File: config.mk
export PLATFORM = sky130hd
export DESIGN_NAME = ws2812_frame_sched_flat
export DESIGN_NICKNAME = d
export VERILOG_FILES = /design/src/rtl/ws2812_frame_sched_if.sv /design/src/rtl/ws2812_frame_sched.sv /design/src/flat_wrapper.sv
export SDC_FILE = /design/constraint.sdc
export NUM_CORES = 1
export LEC_CHECK = 0
export ABC_AREA = 1
export CAP_MARGIN = 20
export CELL_PAD_IN_SITES_DETAIL_PLACEMENT = 0
export CELL_PAD_IN_SITES_GLOBAL_PLACEMENT = 1
export CORE_MARGIN = 2
export CORE_UTILIZATION = 34
export DETAILED_ROUTE_END_ITERATION = 12
export MAX_ROUTING_LAYER = met4
export PLACE_DENSITY = 0.87
export RECOVER_POWER = 25
export SYNTH_ARGS = -nofsm -noshare
export SYNTH_HDL_FRONTEND = slang
export SYNTH_SLANG_ARGS = --single-unit
File: constraint.sdc
create_clock -name clk_25mhz -period 4.75 [get_ports clk_25mhz]
set_clock_uncertainty 0.15 [all_clocks]
set_input_delay 0.95 -clock clk_25mhz [delete_from_list [all_inputs] [get_ports clk_25mhz]]
set_output_delay 0.95 -clock clk_25mhz [all_outputs]
set_load 0.02 [all_outputs]
File: src/rtl/ws2812_frame_sched_if.sv
// PIO control port shared by the WS2812 frame scheduler (master) and the PIO block (slave).
// The scheduler drives the action/data/index lines and observes the per-machine TX FIFO full flags.
interface ws2812_frame_sched_if;
    logic [3:0]  action;
    logic [31:0] din;
    logic [4:0]  index;
    logic [1:0]  mindex;
    logic [3:0]  full;

    modport master (output action, din, index, mindex, input full);
    modport slave  (input action, din, index, mindex, output full);
endinterface

File: src/rtl/ws2812_frame_sched.sv
// WS2812 frame scheduler: loads the PIO program and configuration from ROMs, then streams
// GRB pixel frames into one state machine's TX FIFO with a latch gap after each frame.
module ws2812_frame_sched #(
    parameter int PROG_LEN     = 32,
    parameter int CONF_LEN     = 6,
    parameter int NUM_PIX      = 16,
    parameter int LATCH_CYCLES = 5000,
    parameter int MACHINE      = 0
) (
    input  logic        clk_25mhz,
    input  logic        reset,
    output logic [4:0]  prog_addr,
    input  logic [15:0] prog_data,
    output logic [4:0]  conf_addr,
    input  logic [35:0] conf_data,
    output logic [7:0]  pix_addr,
    input  logic [23:0] pix_data,
    input  logic        frame_req,
    ws2812_frame_sched_if.master pio,
    output logic        cfg_done,
    output logic        frame_busy,
    output logic        frame_done,
    output logic [7:0]  stall_cnt
);
    localparam logic [4:0]  PROG_LAST  = 5'(PROG_LEN - 1);
    localparam logic [4:0]  CONF_LAST  = 5'((CONF_LEN == 0) ? 0 : CONF_LEN - 1);
    localparam logic [7:0]  PIX_LAST   = 8'(NUM_PIX - 1);
    localparam logic [15:0] LATCH_LOAD = 16'(LATCH_CYCLES - 1);

    localparam logic [3:0] ACT_NONE = 4'd0;
    localparam logic [3:0] ACT_LOAD = 4'd1;
    localparam logic [3:0] ACT_PUSH = 4'd4;

    typedef enum logic [2:0] {
        LOAD_PROG,
        LOAD_CONF,
        CFG_END,
        IDLE,
        PUSH,
        GAP,
        LATCH
    } state_t;

    state_t      state, state_n;
    logic [4:0]  prog_addr_n, conf_addr_n, index_q, index_n;
    logic [7:0]  pix_addr_n, stall_n;
    logic [15:0] latch_cnt, latch_cnt_n;
    logic [3:0]  action_q, action_n;
    logic [31:0] din_q, din_n;
    logic        cfg_done_n, frame_busy_n, frame_done_n;
    logic        machine_full;
    logic        unused_full;

    assign machine_full = pio.full[MACHINE];
    assign unused_full  = ^pio.full;

    assign pio.action = action_q;
    assign pio.din    = din_q;
    assign pio.index  = index_q;
    assign pio.mindex = 2'(MACHINE);

    // Every output is the registered result of the decision taken in the current state,
    // so each ROM/pixel read lands in din one cycle after its address is presented.
    always_ff @(posedge clk_25mhz) begin
        if (reset) begin
            state      <= LOAD_PROG;
            prog_addr  <= '0;
            conf_addr  <= '0;
            pix_addr   <= '0;
            latch_cnt  <= '0;
            action_q   <= ACT_NONE;
            din_q      <= '0;
            index_q    <= '0;
            cfg_done   <= 1'b0;
            frame_busy <= 1'b0;
            frame_done <= 1'b0;
            stall_cnt  <= '0;
        end else begin
            state      <= state_n;
            prog_addr  <= prog_addr_n;
            conf_addr  <= conf_addr_n;
            pix_addr   <= pix_addr_n;
            latch_cnt  <= latch_cnt_n;
            action_q   <= action_n;
            din_q      <= din_n;
            index_q    <= index_n;
            cfg_done   <= cfg_done_n;
            frame_busy <= frame_busy_n;
            frame_done <= frame_done_n;
            stall_cnt  <= stall_n;
        end
    end

    always_comb begin
        state_n      = state;
        prog_addr_n  = prog_addr;
        conf_addr_n  = conf_addr;
        pix_addr_n   = pix_addr;
        latch_cnt_n  = latch_cnt;
        action_n     = ACT_NONE;
        din_n        = din_q;
        index_n      = index_q;
        cfg_done_n   = cfg_done;
        frame_busy_n = frame_busy;
        frame_done_n = 1'b0;
        stall_n      = stall_cnt;

        case (state)
            LOAD_PROG: begin
                action_n = ACT_LOAD;
                index_n  = prog_addr;
                din_n    = {16'h0000, prog_data};
                if (prog_addr == PROG_LAST) begin
                    state_n = (CONF_LEN == 0) ? CFG_END : LOAD_CONF;
                end else begin
                    prog_addr_n = prog_addr + 5'd1;
                end
            end
            LOAD_CONF: begin
                action_n = conf_data[35:32];
                din_n    = conf_data[31:0];
                if (conf_addr == CONF_LAST) begin
                    state_n = CFG_END;
                end else begin
                    conf_addr_n = conf_addr + 5'd1;
                end
            end
            CFG_END: begin
                cfg_done_n = 1'b1;
                state_n    = IDLE;
            end
            IDLE: begin
                if (frame_req) begin
                    pix_addr_n   = '0;
                    frame_busy_n = 1'b1;
                    state_n      = PUSH;
                end
            end
            PUSH: begin
                // Pixel is MSB-aligned because the PIO program shifts OUT to the left.
                if (!machine_full) begin
                    action_n = ACT_PUSH;
                    din_n    = {pix_data, 8'h00};
                    state_n  = GAP;
                end else if (stall_cnt != 8'hFF) begin
                    stall_n = stall_cnt + 8'd1;
                end
            end
            GAP: begin
                if (pix_addr == PIX_LAST) begin
                    latch_cnt_n = LATCH_LOAD;
                    state_n     = LATCH;
                end else begin
                    pix_addr_n = pix_addr + 8'd1;
                    state_n    = PUSH;
                end
            end
            LATCH: begin
                if (latch_cnt == 16'd0) begin
                    frame_done_n = 1'b1;
                    frame_busy_n = 1'b0;
                    state_n      = IDLE;
                end else begin
                    latch_cnt_n = latch_cnt - 16'd1;
                end
            end
            default: state_n = LOAD_PROG;
        endcase
    end
endmodule

File: src/flat_wrapper.sv
// flat-port wrapper written by rule: the top's interface ports become plain ports
module ws2812_frame_sched_flat 
#(
    parameter int PROG_LEN     = 32,
    parameter int CONF_LEN     = 6,
    parameter int NUM_PIX      = 16,
    parameter int LATCH_CYCLES = 5000,
    parameter int MACHINE      = 0
)
  (clk_25mhz, reset, prog_addr, prog_data, conf_addr, conf_data, pix_addr, pix_data, frame_req, cfg_done, frame_busy, frame_done, stall_cnt, pio_action, pio_din, pio_index, pio_mindex, pio_full);
  ws2812_frame_sched_if pio_i ();
  input  logic clk_25mhz;
  input  logic reset;
  output logic [4:0] prog_addr;
  input  logic [15:0] prog_data;
  output logic [4:0] conf_addr;
  input  logic [35:0] conf_data;
  output logic [7:0] pix_addr;
  input  logic [23:0] pix_data;
  input  logic frame_req;
  output logic cfg_done;
  output logic frame_busy;
  output logic frame_done;
  output logic [7:0] stall_cnt;
  output wire logic [$bits(pio_i.action)-1:0] pio_action;
  output wire logic [$bits(pio_i.din)-1:0] pio_din;
  output wire logic [$bits(pio_i.index)-1:0] pio_index;
  output wire logic [$bits(pio_i.mindex)-1:0] pio_mindex;
  input wire logic [$bits(pio_i.full)-1:0] pio_full;
  assign pio_action = pio_i.action;
  assign pio_din = pio_i.din;
  assign pio_index = pio_i.index;
  assign pio_mindex = pio_i.mindex;
  assign pio_i.full = pio_full;
  ws2812_frame_sched #(.PROG_LEN(PROG_LEN), .CONF_LEN(CONF_LEN), .NUM_PIX(NUM_PIX), .LATCH_CYCLES(LATCH_CYCLES), .MACHINE(MACHINE)) u_core (.clk_25mhz(clk_25mhz), .reset(reset), .prog_addr(prog_addr), .prog_data(prog_data), .conf_addr(conf_addr), .conf_data(conf_data), .pix_addr(pix_addr), .pix_data(pix_data), .frame_req(frame_req), .pio(pio_i), .cfg_done(cfg_done), .frame_busy(frame_busy), .frame_done(frame_done), .stall_cnt(stall_cnt));
endmodule
; ---- Word level (Yosys, flattened, before mapping)
; Cells that the tools add are included.
[totals]
output_inout_bits = 72
wordCells = 74
inputBits = 83
ff_bits = 89
[op_classes]
reduce_logical = 15
n_bitwise = 3
add_sub_neg = 5
n_mux = 21
eq_ne = 18
[ops]
columns = cell, n
row1 = one-hot mux 32 bit (3 select lines), 1
row2 = 2-to-1 mux 16 bit, 2
row3 = 2-to-1 mux 32 bit, 1
row4 = one-hot mux 16 bit (2 select lines), 1
row5 = one-hot mux 3 bit (7 select lines), 1
row6 = 2-to-1 mux 3 bit, 6
row7 = adder 8 x 1 -> 8 bit (second input constant), 2
row8 = zero test 16 bit, 1
row9 = 2-to-1 mux 8 bit, 2
row10 = one-hot mux 8 bit (2 select lines), 1
row11 = subtractor 16 x 1 -> 16 bit (second input constant), 1
row12 = one-hot mux 4 bit (3 select lines), 1
row13 = AND reduction 3 bit, 4
row14 = adder 5 x 1 -> 5 bit (second input constant), 2
row15 = == test 3 bit (second input constant), 3
row16 = == test 8 x 4 -> 1 bit (second input constant), 1
row17 = != test 2 x 1 -> 1 bit (second input constant), 4
row18 = != test 2 bit (second input constant), 4
row19 = != test 8 bit (second input constant), 1
row20 = == test 3 x 2 -> 1 bit (second input constant), 2
row21 = AND reduction 2 bit, 3
row22 = nonzero test 2 bit, 3
row23 = == test 5 x 3 -> 1 bit (second input constant), 1
row24 = == test 5 bit (second input constant), 1
row25 = other kinds (9), 13

; ---- Longest topological paths before layout
; Gate-level depths: netlist of the first run.
[depth]
depth_word = 3
ltp_mapped = 12
mapped_depth_nobuf = 12

; ---- Worst setup path before layout of the first run
; OpenSTA, ideal clock, no wires.
[synth_timing]
kind = input -> register
startpoint = in pio_full[0]
endpoint = reg u_core.din_q[12], in the netlist u_core.pio.din[12]
setup_slack_ps = 2804
stages = 10
path_buffers = 1
t_arrival_ps = 1683
t_required_ps = 4487
setup_time_ps = 113
path_cell_list = inv_1 nor2_1 inv_2 o21ai_4 inv_2 buf_6 nor2_1 nor2_1 o21ai_1 inv_1
[synth_between]
elab_chain_cells = 2
[synth_lines]
columns = item, line
row1 = "start, declared", flat_wrapper.sv:29  ; input wire logic [$bits(pio_i.full)-1:0] pio_full;
row2 = != test 2 bit (no source line), n/a
row3 = AND reduction 2 bit (no source line), n/a
row4 = "end signal, assigned", ws2812_frame_sched.sv:85  ; din_q <= din_n;
row5 = "end, declared", ws2812_frame_sched.sv:49  ; logic [31:0] din_q, din_n;
; Every way passes these cells.
; A chain may end at the register's enable or synchronous reset.

; ---- Worst setup path after layout of the first run
[layout_timing]
startpoint = reg u_core.state[2]
endpoint = reg u_core.latch_cnt[2]
[layout_between]
elab_chain_cells = 3
word_cells_on_any_way = 7
cone_classes = 4 x eq/ne / 1 x mux / 2 x reduce/logical
[layout_lines]
columns = item, line
row1 = "start, declared", ws2812_frame_sched.sv:44  ; state_t state, state_n;
row2 = "start signal, assigned", ws2812_frame_sched.sv:79  ; state <= state_n;
row3 = == test 3 bit, ws2812_frame_sched.sv:108  ; case (state)
row4 = "!= test 2 bit (no source line), or another cell as far along", n/a
row5 = AND reduction 3 bit (no source line), n/a
row6 = "end signal, assigned", ws2812_frame_sched.sv:83  ; latch_cnt <= latch_cnt_n;
row7 = "end, declared", ws2812_frame_sched.sv:47  ; logic [15:0] latch_cnt, latch_cnt_n;
; Several ways; a longest one is shown, not always the timed one.

==> impl_metrics.py, run 1 <==
metrics = {
    "status": {
        "status": "finished, final reports clean",
    },
    "logic_synthesis": {
        "synth_cell_types": 36,
        "synthArstFlopShare_pct": 0,
        "yosysTopAreaCell": "dfxtp_1",
        "synth.most_common_cell": "nor2_1",
        "syn-cell-area_sq_mm": 0.00450,
        "synth-seq-area-share_pct": 39.6,
        "ys_ff_latch": 89,
        "synth-warning-count": 0,
        "synth_top_area_share_pct": 39.6,
        "avgSynthCellArea_sq_um": 6.87,
        "yosys-top-cells-area": "dfxtp_1 (40%), nor2_1 (11%), nand2_1 (10%)",
        "synth_common_cells": "nor2_1 (133), nand2_1 (124), dfxtp_1 (89)",
        "synthFlopType": "dfxtp_1",
        "synth_edf_count": 0,
        "syn_inst": 655,
    },
    "worst_setup_path": {
        "critical_path_class": "register to register",
        "crit_path_max_fanout": 16,
        "endpoint_kind": "register",
        "reg2reg_slack_ns": 1.71,
        "cp.arrival_ns": 3.16,
        "cp-start-kind": "register",
        "worst_ep_required_time_ns": 4.87,
    },
    "global_routing": {
        "antenna_found_initial": 0,
        "grt_pass1_wl_um": 20900,
        "grt_usage_pct": 18.7,
        "grt-ovfl-total": 0,
        "grt_max_degree": 47,
        "first_global_vias": 4363,
    },
    "place": {
        "gp_congestion": 0.837,
        "placed_cell_area_sq_mm": 0.00607,
        "numPortBuffers": 149,
        "place_ws_ns": 1.86,
        "dp_hpwl_um": 9320,
    },
    "clock_network": {
        "path_clk_slew_ns": 0.06,
        "cts.repair.resized": 0,
        "cts_tree": "built",
        "cts_setup_buffers": 0,
        "clk_latency_ns": 0.34,
        "cts_made_buffers": 9,
        "cts_buffer_depth": 2,
        "cts_num_sinks": 89,
        "ctsRootBufferMaster": "clkbuf_16",
        "ctsHoldBuffers": 0,
        "htreeDepth": 3,
    },
    "pwr": {
        "ir_worst_vdd_mv": 0.183,
        "p_leak_nw": 2.63,
        "p_per_area_mw_per_mm2": 279,
        "finalPower_mw": 1.77,
    },
    "detailed_routing": {
        "detail_route.vias_per_cell": 4.77,
        "drc": 0,
        "wire_per_inst_um": 13.1,
        "dr.pass1.iters": 4,
        "postRouteAntennaNets": 0,
        "wirelength_um": 12700,
        "vias": 4629,
        "drt_iter0_markers": 201,
    },
    "sta": {
        "fin_crit_sh_pct": 63.9,
        "period_minus_slack_ns": 3.04,
        "slew_violations": 0,
        "fmax_mhz": 329,
        "setup_tns_ns": 0,
        "setup_viol": 0,
        "worstMarginPinSlew_ns": 1.11,
        "fin_ws_ns": 1.71,
        "slew-limit-headroom_pct": 25.4,
        "hold_violations": 0,
        "rsz0062_at_grt": "no",
    },
    "floorplan": {
        "dieHeight_um": 119,
        "die_area_sq_mm": 0.0142,
        "fp-row-count": 42,
        "start_util_pct": 34.4,
        "core_sq_mm": 0.0131,
        "ioPinCount": 155,
        "die_x_um": 119,
    },
    "layout": {
        "nets": 880,
        "design_area_sq_mm": 0.00634,
        "final_core_util_pct": 48.4,
        "n_antenna_cell": 0,
        "layout-drive-gt1-share_pct": 4.65,
        "area_growth_pct": 40.8,
    },
    "job": {
        "cap_violations": 0,
    },
    "min_path": {
        "hp-class": "register to register",
    },
}
==> cell type report <==
cell class	count	area [sq um]
fillers	1318	6750
multi-input cells	477	2290
flip-flops and latches	89	1780
repair buffers	152	1510
clock buffers	12	256
inverters	61	229
well taps	176	220
clock inverters	4	51.3
==> cells by family (layout without fill, tap and decap cells) <==
group                      count (synthesis)  after routing  synth area share, %
adders and majority gates                  7              7                 1.95
AOI/OAI and AO/OA                        124            124                 16.0
and+or+nand+nor                          335            335                 31.8
other                                      1              2               0.0833
DFF                                       89             89                 39.6
buffers and inverters                     90            229                 8.84
xor gates and xnor gates                   9              9                 1.75
==> registers in the layout (all words and copies together), names as in the netlist <==
| name | flops |
|---|---|
| u_core.pio.din | 32 |
| u_core.latch_cnt | 16 |
| u_core.pix_addr | 8 |
| u_core.stall_cnt | 8 |
| u_core.conf_addr | 5 |
| u_core.pio.index | 5 |
| u_core.prog_addr | 5 |
| u_core.pio.action | 4 |
| u_core.state | 3 |
| u_core.cfg_done | 1 |
| u_core.frame_busy | 1 |
| u_core.frame_done | 1 |
==> worst paths after layout <==
path              cells after the start             from                  end
hold / removal                        1  u_core.cfg_done      u_core.cfg_done
hold reg to reg                       1  u_core.cfg_done      u_core.cfg_done
setup / recovery                      6  u_core.state[2]  u_core.latch_cnt[2]
setup reg to reg                      6  u_core.state[2]  u_core.latch_cnt[2]
==> layer usage <==
| layer | global-route usage (%) | routed length, um | vias to the layer above |
|---|---|---|---|
| met5 | - | 0 | - |
| met4 | 6.10 | 268 | 0 |
| met3 | 5.75 | 716 | 19 |
| met2 | 29.9 | 6060 | 114 |
| met1 | 22.4 | 5650 | 2118 |
| li1 | - | - | 2378 |
==> worst max-delay path, cell delays in order (launching register included) <==
cell and delay [ns]:
dfxtp_1 0.49, inv_1 0.15, nor2_1 0.87, nand2_1 0.35
nand2_1 0.55, o21ai_0 0.23, a21oi_1 0.17
==> stage by stage <==
step,hold slack (ns),instances
3_5_place_dp,0.308,955
4_1_cts,0.322,971
2_1_floorplan,0.309,656
3_3_place_gp,0.310,955
5_1_grt,0.349,971
6_report,0.317,971
==> power by group <==
group          internal (mW)  leakage [nW]  total, mW  switching (mW)
Clock                  0.437         0.149      0.733           0.296
Combinational          0.128          1.76      0.251           0.123
Sequential             0.771         0.722      0.786          0.0151
Total                   1.34          2.63       1.77           0.434
==> cells in the final DEF, fill, tap and decap left out, types with 4 or more instances in the layout <==
cell type        instances
a22o_1                  16
xor2_1                   8
nand4_1                  4
clkbuf_16                9
ha_1                     7
o21ai_1                  7
nand2_1                127
clkdlybuf4s50_1        146
nor3_1                  11
nand3_1                 43
inv_2                    6
dfxtp_1                 89
a21oi_1                 50
nor2_1                 135
inv_1                   54
o21ai_0                 44
No activity file was read; power rests on OpenSTA's default activity.
==> inputs of run 2 (changes only) <==
CORE_UTILIZATION = 31   (was 34)
PLACE_DENSITY = 0.8   (was 0.87)
clock period = 3.05 ns   (was 4.75 ns; I/O delays follow)
==> impl_metrics.py, run 2 (synthesis results as in run 1) <==
metrics = {
    "floorplan": {
        "ioPinCount": 155,
        "fp-row-count": 44,
        "start_util_pct": 31.3,
        "die_area_sq_mm": 0.0155,
        "dieHeight_um": 125,
        "core_sq_mm": 0.0144,
        "die_x_um": 125,
    },
    "sta": {
        "fin_crit_sh_pct": 82.7,
        "period_minus_slack_ns": 2.52,
        "slew_violations": 0,
        "setup_viol": 0,
        "fin_ws_ns": 0.528,
        "slew-limit-headroom_pct": 24.6,
        "setup_tns_ns": 0,
        "rsz0062_at_grt": "no",
        "hold_violations": 0,
        "fmax_mhz": 396,
        "worstMarginPinSlew_ns": 1.13,
    },
    "detailed_routing": {
        "postRouteAntennaNets": 0,
        "wirelength_um": 12700,
        "wire_per_inst_um": 13.0,
        "detail_route.vias_per_cell": 4.68,
        "vias": 4594,
        "dr.pass1.iters": 4,
        "drt_iter0_markers": 204,
        "drc": 0,
    },
    "worst_setup_path": {
        "endpoint_kind": "register",
        "critical_path_class": "register to register",
        "reg2reg_slack_ns": 0.53,
        "cp-start-kind": "register",
        "cpLargestDelayFamily": "simple AND/OR/NAND/NOR gates",
        "crit_buf_inv": 1,
        "path_common_cell": "nor2_1",
        "crit_path_max_fanout": 16,
        "max_stage_delay_ns": 0.87,
        "worst_ep_required_time_ns": 3.12,
        "cp.arrival_ns": 2.59,
        "cpMaxStageDelayCell": "nor2_1",
        "path_cells": "inv_2, nor2_1, nand2_2, nand2_4, nor2_1, nor2_1, nor2_1",
    },
    "job": {
        "cap_violations": 0,
    },
    "global_routing": {
        "grt_usage_pct": 16.8,
        "grt-ovfl-total": 0,
        "first_global_vias": 4289,
        "grt_pass1_wl_um": 20900,
        "antenna_found_initial": 0,
        "grt_max_degree": 46,
    },
    "pwr": {
        "swShare_pct": 23.5,
        "p_switching_mw": 0.677,
        "ir_worst_vdd_mv": 0.303,
        "p_leak_nw": 2.66,
        "clock_power_share_pct": 43.9,
        "pwr-share-seq_pct": 42.5,
        "p_per_area_mw_per_mm2": 450,
        "p_int_mw": 2.20,
        "comb_power_share_pct": 13.6,
    },
    "clock_network": {
        "ctsHoldBuffers": 0,
        "clk_latency_ns": 0.35,
        "path_clk_slew_ns": 0.06,
        "ctsRootBufferMaster": "clkbuf_16",
        "cts_buffer_depth": 2,
        "cts_made_buffers": 9,
        "cts.repair.resized": 0,
        "htreeDepth": 3,
        "cts_num_sinks": 89,
        "cts_tree": "built",
        "cts_setup_buffers": 0,
    },
    "layout": {
        "n_antenna_cell": 0,
        "final_cell_mix": "clkdlybuf4s50_1 (145), nor2_1 (134), nand2_1 (126)",
        "final_cells": 981,
        "nets": 882,
        "fillers": 1462,
        "layout-drive-gt1-share_pct": 5.02,
        "final_common_cell": "clkdlybuf4s50_1",
        "area_growth_pct": 42.1,
        "largest_reg_flops": 32,
    },
    "place": {
        "dp_hpwl_um": 9260,
        "place_ws_ns": 0.330,
        "dpl.cell_count": 965,
        "gp_congestion": 0.833,
        "numPortBuffers": 149,
    },
    "min_path": {
        "hp-class": "register to register",
    },
    "status": {
        "status": "finished, final reports clean",
    },
}
==> run 2: worst paths after layout <==
check	startpoint	end	cells after the start
setup / recovery	u_core.state[2]	u_core.latch_cnt[11]	7
hold / removal	u_core.cfg_done	u_core.cfg_done	1
setup reg to reg	u_core.state[2]	u_core.latch_cnt[11]	7
hold reg to reg	u_core.cfg_done	u_core.cfg_done	1
==> run 2: stage by stage <==
step	hold WS [ns]	total power [mW]	area, sq um	utilization, %
CTS	0.328	2.92	6430	44.7
detailed placement	0.314	1.65	6090	42.4
floorplan	0.309	1.44	4510	-
global placement	0.315	1.64	6090	42.4
finish	0.321	2.88	6400	44.5
global route	0.365	3.01	6400	44.5
==> run 2: power by group through the flow <==
stage	combinational, mW	clock, mW	sequential (mW)
after floorplan	0.149	0	1.29
after global placement	0.394	0	1.25
after detailed placement	0.397	0	1.25
after CTS	0.398	1.30	1.22
after global routing	0.431	1.35	1.23
final	0.393	1.26	1.22
==> run 2: layout make-up <==
type	instances	area (sq um)	share of cell area, %
timing repair buffer	154	1520	23.8
sequential	89	1780	27.9
tap	184	230	3.60
inverter	61	229	3.58
clock inverter	5	104	1.62
clock buffer	11	233	3.64
multi-input combinational	477	2300	35.9
==> run 2: metal layers <==
layer,global-route usage (%),vias to the layer above,wire length [um],part of all wire (%)
li1,-,2387,-,-
met1,19.8,2083,5690,45
met2,27.8,106,6090,48
met3,4.64,18,730,5.7
met4,5.02,0,202,1.6
met5,-,-,0,0
==> inputs of run 3 (changes only) <==
CORE_UTILIZATION = 28   (was 31)
PLACE_DENSITY = 0.77   (was 0.8)
clock period = 2.2 ns   (was 3.05 ns; I/O delays follow)
==> impl_metrics.py, run 3 (synthesis results as in run 1) <==
metrics = {
    "layout": {
        "layout-drive-gt1-share_pct": 5.95,
        "n_antenna_cell": 0,
        "area_growth_pct": 43.4,
        "fillers": 1706,
        "final_core_util_pct": 40.8,
        "final_cells": 1023,
        "nets": 893,
        "largest_reg_flops": 32,
        "final_cell_mix": "clkdlybuf4s50_1 (146), nor2_1 (135), nand2_1 (124)",
        "regArea_sq_mm": 0.00178,
        "multi_input_area_sq_mm": 0.00231,
        "final_common_cell": "clkdlybuf4s50_1",
    },
    "worst_setup_path": {
        "cp.arrival_ns": 2.12,
        "max_stage_delay_ns": 0.35,
        "path_common_cell": "nor2_1",
        "crit-reg2reg-launch": "u_core.state[1]",
        "endpoint_kind": "register",
        "cpLargestDelayFamily": "simple AND/OR/NAND/NOR gates",
        "crit_buf_inv": 2,
        "path_cells": "inv_1, nand3_1, nor2_1, clkbuf_1, nand2_1, nor2_1, nand3_1, nand2_1, nor2_1",
        "critical_path_class": "register to register",
        "cpMaxStageDelayCell": "dfxtp_1",
        "cp-startpoint": "u_core.state[1]",
        "worst_ep_required_time_ns": 2.29,
        "cp-start-kind": "register",
        "crit_path_max_fanout": 9,
    },
    "place": {
        "place_ws_ns": 0.0684,
        "dp_hpwl_um": 9500,
        "gp_congestion": 0.822,
        "dpl.cell_count": 1008,
        "numPortBuffers": 149,
    },
    "sta": {
        "hold_ws_ns": 0.334,
        "fmax_mhz": 492,
        "period_minus_slack_ns": 2.03,
        "setup_tns_ns": 0,
        "worstMarginPinSlew_ns": 0.601,
        "fin_ws_ns": 0.166,
        "slew_violations": 0,
        "slew-limit-headroom_pct": 59.9,
        "hold_violations": 0,
        "setup_viol": 0,
        "fin_crit_sh_pct": 92.4,
        "rsz0062_at_grt": "no",
    },
    "clock_network": {
        "clk_latency_ns": 0.34,
        "ctsHoldBuffers": 0,
        "ctsRootBufferMaster": "clkbuf_16",
        "cts_buffer_depth": 2,
        "cts_made_buffers": 9,
        "cts.repair.resized": 0,
        "cts_num_sinks": 89,
        "htreeDepth": 3,
        "cts_tree": "built",
        "cts_setup_buffers": 0,
        "path_clk_slew_ns": 0.06,
    },
    "global_routing": {
        "antenna_found_initial": 0,
        "grt_max_degree": 46,
        "grt_pass1_wl_um": 20900,
        "grt-ovfl-total": 0,
        "first_global_vias": 4146,
        "grt_usage_pct": 16.0,
    },
    "detailed_routing": {
        "routed.top_layer": "met4",
        "wire_per_inst_um": 12.7,
        "drc": 0,
        "drt_iter0_markers": 256,
        "postRouteAntennaNets": 0,
        "detail_route.vias_per_cell": 4.45,
        "dr.pass1.iters": 4,
        "wl_met2_um": 5910,
        "vias": 4549,
        "wl_met3_um": 683,
        "drt-met1-wl_um": 6220,
        "wirelength_um": 13000,
    },
    "job": {
        "cap_violations": 0,
    },
    "floorplan": {
        "die_x_um": 131,
        "ioPinCount": 155,
        "die_area_sq_mm": 0.0171,
        "fp-row-count": 46,
        "core_sq_mm": 0.0158,
        "start_util_pct": 28.4,
        "dieHeight_um": 131,
    },
    "pwr": {
        "p_leak_nw": 2.67,
        "ir_worst_vdd_mv": 0.340,
        "p_per_area_mw_per_mm2": 566,
    },
    "min_path": {
        "hp-class": "register to register",
        "hp-start": "u_core.prog_addr[3]",
    },
    "status": {
        "status": "finished, final reports clean",
    },
}
run 3: cell count changes in the layout (fill, tap and decap cells not counted), sizes merged:
| cell | delta |
|---|---|
| buf | +5 |
| clkdlybuf4s50 | +1 |
| dlygate4sd3 | -1 |
| clkinvlp | +1 |
| bufinv | -3 |
| clkbuf | +7 |
run 3: routing by layer:
layer / global-route usage (%) / up-vias
met2: 24.2 / 95
met3: 4.40 / 14
met4: 5.44 / 0
met5: - / -
met1: 20.6 / 2031
li1: - / 2409
run 3: layout make-up:
class | count | area share [%]
Inverter | 61 | 3.55
Clock inverter | 3 | 0.271
Clock buffer | 12 | 3.82
Tap cell | 216 | 4.19
Sequential cell | 89 | 27.6
Timing Repair Buffer | 165 | 24.8
Multi-Input combinational cell | 477 | 35.8
run 3: worst paths after layout:
check                         to  slack, ns  depth (start not counted)
max          u_core.stall_cnt[5]       0.17                          9
min          u_core.prog_addr[3]       0.33                          1
max reg2reg  u_core.stall_cnt[5]       0.17                          9
min reg2reg  u_core.prog_addr[3]       0.33                          1
run 3: metrics by stage:
stage                     instance area (sq um)  total power, mW
after floorplan                            4510             2.00
after detailed placement                   6230             2.29
after global placement                     6230             2.29
after global routing                       6450             3.84
after CTS                                  6490             3.71
final                                      6450             3.65
run 3: power by group:
part / switching [mW] / internal [mW]
Combinational: 0.270 / 0.285
Clock: 0.614 / 0.787
Sequential: 0.0309 / 1.66
